`config.mk`:
```
export PLATFORM = sky130hd
export DESIGN_NAME = windowed_reg_file_flat
export DESIGN_NICKNAME = d
export VERILOG_FILES = /design/src/rtl/windowed_reg_file_if.sv /design/src/rtl/windowed_reg_file.sv /design/src/flat_wrapper.sv
export SDC_FILE = /design/constraint.sdc
export NUM_CORES = 1
export LEC_CHECK = 0
export CAP_MARGIN = 20
export CORE_ASPECT_RATIO = 1.5
export CORE_MARGIN = 2
export CORE_UTILIZATION = 59
export DETAILED_ROUTE_END_ITERATION = 10
export GPL_ROUTABILITY_DRIVEN = 0
export PLACE_DENSITY = 0.77
export SLEW_MARGIN = 20
export SYNTH_ARGS = -nofsm -noshare
export SYNTH_HDL_FRONTEND = slang
export SYNTH_SLANG_ARGS = --single-unit
```
`constraint.sdc`:
```
create_clock -name clk -period 1.76 [get_ports clk]
set_clock_uncertainty 0.05 [all_clocks]
set_input_delay 0.264 -clock clk [delete_from_list [all_inputs] [get_ports clk]]
set_output_delay 0.264 -clock clk [all_outputs]
set_load 0.02 [all_outputs]
```
`src/rtl/windowed_reg_file_if.sv`:
```
// Bus bundle for windowed_reg_file: window control, two read ports, writeback port and clear request.
// The master drives requests and addresses; the slave (register file) drives read data, cur_wnd and busy.
interface windowed_reg_file_if #(
    parameter int DATA_W       = 16,
    parameter int NUM_WIN      = 4,
    parameter int REGS_PER_WIN = 4
);
    localparam int WIN_W  = $clog2(NUM_WIN);
    localparam int ADDR_W = $clog2(REGS_PER_WIN);

    logic              ld_wnd;
    logic [WIN_W-1:0]  wnd_in;
    logic [WIN_W-1:0]  cur_wnd;
    logic [ADDR_W-1:0] rd_addr1;
    logic [ADDR_W-1:0] rd_addr2;
    logic [DATA_W-1:0] rd_data1;
    logic [DATA_W-1:0] rd_data2;
    logic              wr_en;
    logic [WIN_W-1:0]  wr_wnd;
    logic [ADDR_W-1:0] wr_addr;
    logic [DATA_W-1:0] wr_data;
    logic              clr_req;
    logic [WIN_W-1:0]  clr_win;
    logic              busy;

    modport master (
        output ld_wnd, wnd_in, rd_addr1, rd_addr2,
        output wr_en, wr_wnd, wr_addr, wr_data, clr_req, clr_win,
        input  cur_wnd, rd_data1, rd_data2, busy
    );

    modport slave (
        input  ld_wnd, wnd_in, rd_addr1, rd_addr2,
        input  wr_en, wr_wnd, wr_addr, wr_data, clr_req, clr_win,
        output cur_wnd, rd_data1, rd_data2, busy
    );
endinterface

```
`src/rtl/windowed_reg_file.sv`:
```
// Windowed register file: two combinational reads from cur_wnd, one writeback, sequential window clear.
// Define WRF_BYPASS_EN to forward a same-cycle writeback to matching read ports.
//
// state    | meaning
// ST_IDLE  | no clear in progress, clr_req accepted
// ST_CLEAR | zeroing {tgt_q, cnt_q} once per cycle, busy high, clr_req ignored
module windowed_reg_file #(
    parameter int DATA_W       = 16,
    parameter int NUM_WIN      = 4,
    parameter int REGS_PER_WIN = 4,
    parameter int WIN_W        = $clog2(NUM_WIN),
    parameter int ADDR_W       = $clog2(REGS_PER_WIN)
) (
    input  logic                 clk,
    input  logic                 rst,
    windowed_reg_file_if.slave   bus
);
    localparam int DEPTH = NUM_WIN * REGS_PER_WIN;
    localparam int IDX_W = WIN_W + ADDR_W;
    localparam logic [ADDR_W-1:0] LAST_IDX = ADDR_W'(REGS_PER_WIN - 1);

    typedef enum logic {
        ST_IDLE  = 1'b0,
        ST_CLEAR = 1'b1
    } state_t;

    state_t            state_q, state_d;
    logic [ADDR_W-1:0] cnt_q, cnt_d;
    logic [WIN_W-1:0]  tgt_q, tgt_d;
    logic [WIN_W-1:0]  cur_wnd_q, cur_wnd_d;
    logic [DATA_W-1:0] mem_q [DEPTH];

    logic              busy;
    logic              clr_we;
    logic [IDX_W-1:0]  clr_idx;
    logic [IDX_W-1:0]  wr_idx;
    logic [IDX_W-1:0]  rd_idx1;
    logic [IDX_W-1:0]  rd_idx2;

    always_ff @(posedge clk or negedge rst) begin
        if (!rst) begin
            state_q <= ST_IDLE;
            cnt_q   <= '0;
            tgt_q   <= '0;
        end else begin
            state_q <= state_d;
            cnt_q   <= cnt_d;
            tgt_q   <= tgt_d;
        end
    end

    always_comb begin
        state_d = state_q;
        cnt_d   = cnt_q;
        tgt_d   = tgt_q;
        case (state_q)
            ST_IDLE: begin
                if (bus.clr_req) begin
                    state_d = ST_CLEAR;
                    tgt_d   = bus.clr_win;
                    cnt_d   = '0;
                end
            end
            ST_CLEAR: begin
                if (cnt_q == LAST_IDX) begin
                    state_d = ST_IDLE;
                    cnt_d   = '0;
                end else begin
                    cnt_d = cnt_q + 1'b1;
                end
            end
            default: begin
                state_d = ST_IDLE;
                cnt_d   = '0;
            end
        endcase
    end

    always_comb begin
        busy    = 1'b0;
        clr_we  = 1'b0;
        clr_idx = {tgt_q, cnt_q};
        case (state_q)
            ST_CLEAR: begin
                busy   = 1'b1;
                clr_we = 1'b1;
            end
            default: begin
                busy   = 1'b0;
                clr_we = 1'b0;
            end
        endcase
    end

    always_comb begin
        cur_wnd_d = cur_wnd_q;
        if (bus.ld_wnd) begin
            cur_wnd_d = bus.wnd_in;
        end
    end

    always_ff @(posedge clk or negedge rst) begin
        if (!rst) begin
            cur_wnd_q <= '0;
        end else begin
            cur_wnd_q <= cur_wnd_d;
        end
    end

    assign wr_idx = {bus.wr_wnd, bus.wr_addr};

    // The writeback assignment follows the clear so it wins on a collision.
    always_ff @(posedge clk or negedge rst) begin
        if (!rst) begin
            for (int i = 0; i < DEPTH; i++) begin
                mem_q[i] <= '0;
            end
        end else begin
            if (clr_we) begin
                mem_q[clr_idx] <= '0;
            end
            if (bus.wr_en) begin
                mem_q[wr_idx] <= bus.wr_data;
            end
        end
    end

    assign rd_idx1 = {cur_wnd_q, bus.rd_addr1};
    assign rd_idx2 = {cur_wnd_q, bus.rd_addr2};

`ifdef WRF_BYPASS_EN
    logic hit1, hit2;
    assign hit1 = bus.wr_en && (wr_idx == rd_idx1);
    assign hit2 = bus.wr_en && (wr_idx == rd_idx2);
    assign bus.rd_data1 = hit1 ? bus.wr_data : mem_q[rd_idx1];
    assign bus.rd_data2 = hit2 ? bus.wr_data : mem_q[rd_idx2];
`else
    assign bus.rd_data1 = mem_q[rd_idx1];
    assign bus.rd_data2 = mem_q[rd_idx2];
`endif

    assign bus.cur_wnd = cur_wnd_q;
    assign bus.busy    = busy;
endmodule

```
`src/flat_wrapper.sv`:
```
// flat-port wrapper written by rule: the top's interface ports become plain ports
module windowed_reg_file_flat 
#(
    parameter int DATA_W       = 16,
    parameter int NUM_WIN      = 4,
    parameter int REGS_PER_WIN = 4,
    parameter int WIN_W        = $clog2(NUM_WIN),
    parameter int ADDR_W       = $clog2(REGS_PER_WIN)
)
  (clk, rst, bus_ld_wnd, bus_wnd_in, bus_rd_addr1, bus_rd_addr2, bus_wr_en, bus_wr_wnd, bus_wr_addr, bus_wr_data, bus_clr_req, bus_clr_win, bus_cur_wnd, bus_rd_data1, bus_rd_data2, bus_busy);
  windowed_reg_file_if #(.DATA_W(DATA_W), .NUM_WIN(NUM_WIN), .REGS_PER_WIN(REGS_PER_WIN)) bus_i ();
  input  logic clk;
  input  logic rst;
  input wire logic [$bits(bus_i.ld_wnd)-1:0] bus_ld_wnd;
  input wire logic [$bits(bus_i.wnd_in)-1:0] bus_wnd_in;
  input wire logic [$bits(bus_i.rd_addr1)-1:0] bus_rd_addr1;
  input wire logic [$bits(bus_i.rd_addr2)-1:0] bus_rd_addr2;
  input wire logic [$bits(bus_i.wr_en)-1:0] bus_wr_en;
  input wire logic [$bits(bus_i.wr_wnd)-1:0] bus_wr_wnd;
  input wire logic [$bits(bus_i.wr_addr)-1:0] bus_wr_addr;
  input wire logic [$bits(bus_i.wr_data)-1:0] bus_wr_data;
  input wire logic [$bits(bus_i.clr_req)-1:0] bus_clr_req;
  input wire logic [$bits(bus_i.clr_win)-1:0] bus_clr_win;
  output wire logic [$bits(bus_i.cur_wnd)-1:0] bus_cur_wnd;
  output wire logic [$bits(bus_i.rd_data1)-1:0] bus_rd_data1;
  output wire logic [$bits(bus_i.rd_data2)-1:0] bus_rd_data2;
  output wire logic [$bits(bus_i.busy)-1:0] bus_busy;
  assign bus_i.ld_wnd = bus_ld_wnd;
  assign bus_i.wnd_in = bus_wnd_in;
  assign bus_i.rd_addr1 = bus_rd_addr1;
  assign bus_i.rd_addr2 = bus_rd_addr2;
  assign bus_i.wr_en = bus_wr_en;
  assign bus_i.wr_wnd = bus_wr_wnd;
  assign bus_i.wr_addr = bus_wr_addr;
  assign bus_i.wr_data = bus_wr_data;
  assign bus_i.clr_req = bus_clr_req;
  assign bus_i.clr_win = bus_clr_win;
  assign bus_cur_wnd = bus_i.cur_wnd;
  assign bus_rd_data1 = bus_i.rd_data1;
  assign bus_rd_data2 = bus_i.rd_data2;
  assign bus_busy = bus_i.busy;
  windowed_reg_file #(.DATA_W(DATA_W), .NUM_WIN(NUM_WIN), .REGS_PER_WIN(REGS_PER_WIN), .WIN_W(WIN_W), .ADDR_W(ADDR_W)) u_core (.clk(clk), .rst(rst), .bus(bus_i));
endmodule
```
==> impl_metrics.ini <==
[status]
outcome = complete, but fails checks
violations = setup timing

[critical_path]
reg2reg_to = u_core.mem_q[81]$_DFF_PN0_
slowest_delay_ps = 610
crit_start = u_core.mem_q[195]$_DFF_PN0_
crit_fanout = 3
cp_data_required_time_ps = 1450
endpoint_kind = output port
r2r_slack_ps = -10
slowest_stage = mux4_4
worstPathCellList = mux4_4, a22oi_2, nand2_1, buf_6
startpoint_type = flip-flop
crit_end = bus_rd_data2[3]
r2r_cells = 6
worst-setup-path-type = flip-flop to output port
arrival_ps = 2060
r2r-start = u_core.cnt_q[0]$_DFFE_PN0P_

[cells_and_area]
syn2layout_area_growth_pct = 26.6
final_util_pct = 76.0
drive_gt1_share_pct = 31.4
nFillCells = 1596
fin_area_sq_um = 19000
nNetsFinal = 1699
final_common_cell = nand2_1
final_cell_mix = nand2_1, dfrtp_1, nand3_1
antennaDiodeCount = 0

[logic_synthesis]
synth_area_sq_um = 15000
seq_area_frac_synth_pct = 43.8
syn_nets = 1526
postSynthCellCount = 1488
syn_area_per_cell_sq_um = 10.1
synth_area_leaders = dfrtp_1, mux4_2, nand3_1, o21ai_0, nand2_1
yosys_warnings = 0
synth_largest_area_cell = dfrtp_1
synthDistinctLibCells = 34
yosys_register_bits = 263
synth_top_area_share_pct = 43.8

[route]
dr.pass1.iters = 8
num_vias = 14800
drtAntennaViolNets = 0
wl_met2_mm = 26.3
routed-wl-met3_mm = 7.26
vias_per_cell = 7.35
wl_met1_mm = 17.4
drcViolationCount = 0
post_drt_wl_per_cell_um = 27.9
top_layer = met4
wirelength_mm = 56.0
drt_iter0_markers = 2499

[global_route]
antenna_found_initial = 0
grt_pass1_vias = 15100
grt.total_usage_pct = 40.9
grt_first_pass_wirelength_mm = 83.2
grt-ovfl-total = 0
grt_max_degree = 53

[timing]
hold_viol = 0
setup_viol = 34
fin_crit_sh_pct = 135
slew_violations = 0
min_period_ps = 2380
fmax_mhz = 421
worst_slack_ps = -617
finalSetupTns_ps = -16940
worst_pin_slew_ps = 550
slew_headroom_pct = 63.4
rsz0062_at_grt = true

[die]
ioPinCount = 68
initial_core_util_pct = 60.0
dieArea_sq_um = 26800
rows = 71
die_w_um = 134
die_h_um = 200
core_sq_um = 25100

[clocking]
clkLatencyLatePin_ps = 540
htree_levels = 1
cts_made_buffers = 26
cts.sinks = 263
clockBufferDepth = 3
root_buffer = clkbuf_16
clk_pin_slew_worst_paths_ps = 60
cts_tree = yes

[power_and_ir_drop]
seqPwrFrac_pct = 39.5
p_leak_nw = 8.12
comb_power_share_pct = 39.3
peakVddDrop_v = 0.000956
power.switching_mw = 10.9
p_clk_share_pct = 21.2
netSwitchingFraction_pct = 36.8
p_per_area_nw_per_um2 = 1550
p_int_mw = 18.7

[placement]
numPortBuffers = 67
hpwlAfterDp_mm = 34.5
place_area_sq_um = 17600

[run]
cap_violations = 0

[min_path]
hold_path.class = primary input to asynchronous set/reset pin
[worst min path at each step]
stage / cells after the start / end / from
6_report: 2 / u_core.mem_q[227]$_DFF_PN0_ / rst
3_5_place_dp: 1 / u_core.mem_q[227]$_DFF_PN0_ / rst
2_1_floorplan: 0 / u_core.bus.cur_wnd[0]$_DFFE_PN0P_ / rst
4_1_cts: 2 / u_core.mem_q[227]$_DFF_PN0_ / rst
5_1_grt: 2 / u_core.mem_q[227]$_DFF_PN0_ / rst
3_3_place_gp: 1 / u_core.mem_q[227]$_DFF_PN0_ / rst
[logic make-up after synthesis]
group / count (synthesis) / synth area share [%]
AOI/OAI and AO/OA: 323 / 11.8
and+or+nand+nor: 592 / 18.0
adders and majority gates: 5 / 0.416
muxes: 132 / 20.3
buffers and inverters: 173 / 5.67
DFF: 263 / 43.8
[area by class of cell]
cell class	instances	area [sq um]	area share [%]
Multi-Input combinational cell	1052	7840	41.2
Sequential cell	263	6580	34.6
Timing Repair Buffer	316	3240	17.0
Clock buffer	32	734	3.86
Tap cell	328	410	2.16
Clock inverter	16	216	1.14
Inverter	2	7.51	0.0394
[power by group through the flow]
stage	sequential (mW)	clock [mW]	combinational, mW
after floorplan	10.4	0	6.38
after global placement	11.1	0	9.87
after detailed placement	11.3	0	10.3
after CTS	11.4	6.24	11.0
after global routing	11.8	6.50	12.3
final	11.7	6.26	11.6
[synth_stat cells (all sizes together)]
master	count
a21o	1
a21oi	1
a22oi	64
and2	18
and3	1
and3b	2
buf	90
clkbuf	81
dfrtp	263
ha	5
inv	2
mux2	4
mux4	128
nand2	289
nand3	256
nand4	4
nand4b	8
nand4bb	4
nor2	3
nor2b	5
nor3	1
nor3b	1
o21ai	256
o31ai	1
[sequential cells by signal (all words and copies together) (netlist names)]
signal and cells:
u_core.cnt_q 2, u_core.tgt_q 2, u_core.mem_q 256, u_core.state_q 1, u_core.bus.cur_wnd 2
[layer usage]
metal	global-route usage (%)	up-vias
met3	9.51	413
li1	-	5779
met1	49.3	7121
met2	64.7	1457
met5	0	-
met4	29.8	0
[metrics by stage]
step                      setup slack, ps  cells  hold WS, ps  power, mW
after floorplan                      1.74   1488        -81.6       16.8
after global placement               -780   1937          147       21.0
after detailed placement             -786   1937          148       21.7
after CTS                            -613   1999          177       28.6
after global routing                 -655   2009          208       30.7
final                                -617   2009          165       29.5
[worst max-delay path, delay by kind of cell, from the launching register on]
family / cells / cell delay [ps]
mux: 1 / 610
flops: 1 / 410
compound gates: 1 / 220
simple gates: 1 / 120
buf+inv: 1 / 160
[what timing repair did]
item / 4_1_cts / 5_1_grt
setup buffers: 12 / 7
gates resized for setup: 258 / 28
hold endpoints to repair: 263 / 0
hold buffers: 1 / 0
pin swaps: 53 / 15
setup endpoints to repair: 35 / 38
gates cloned: 1 / 5
No activity file was read; power rests on OpenSTA's default activity.
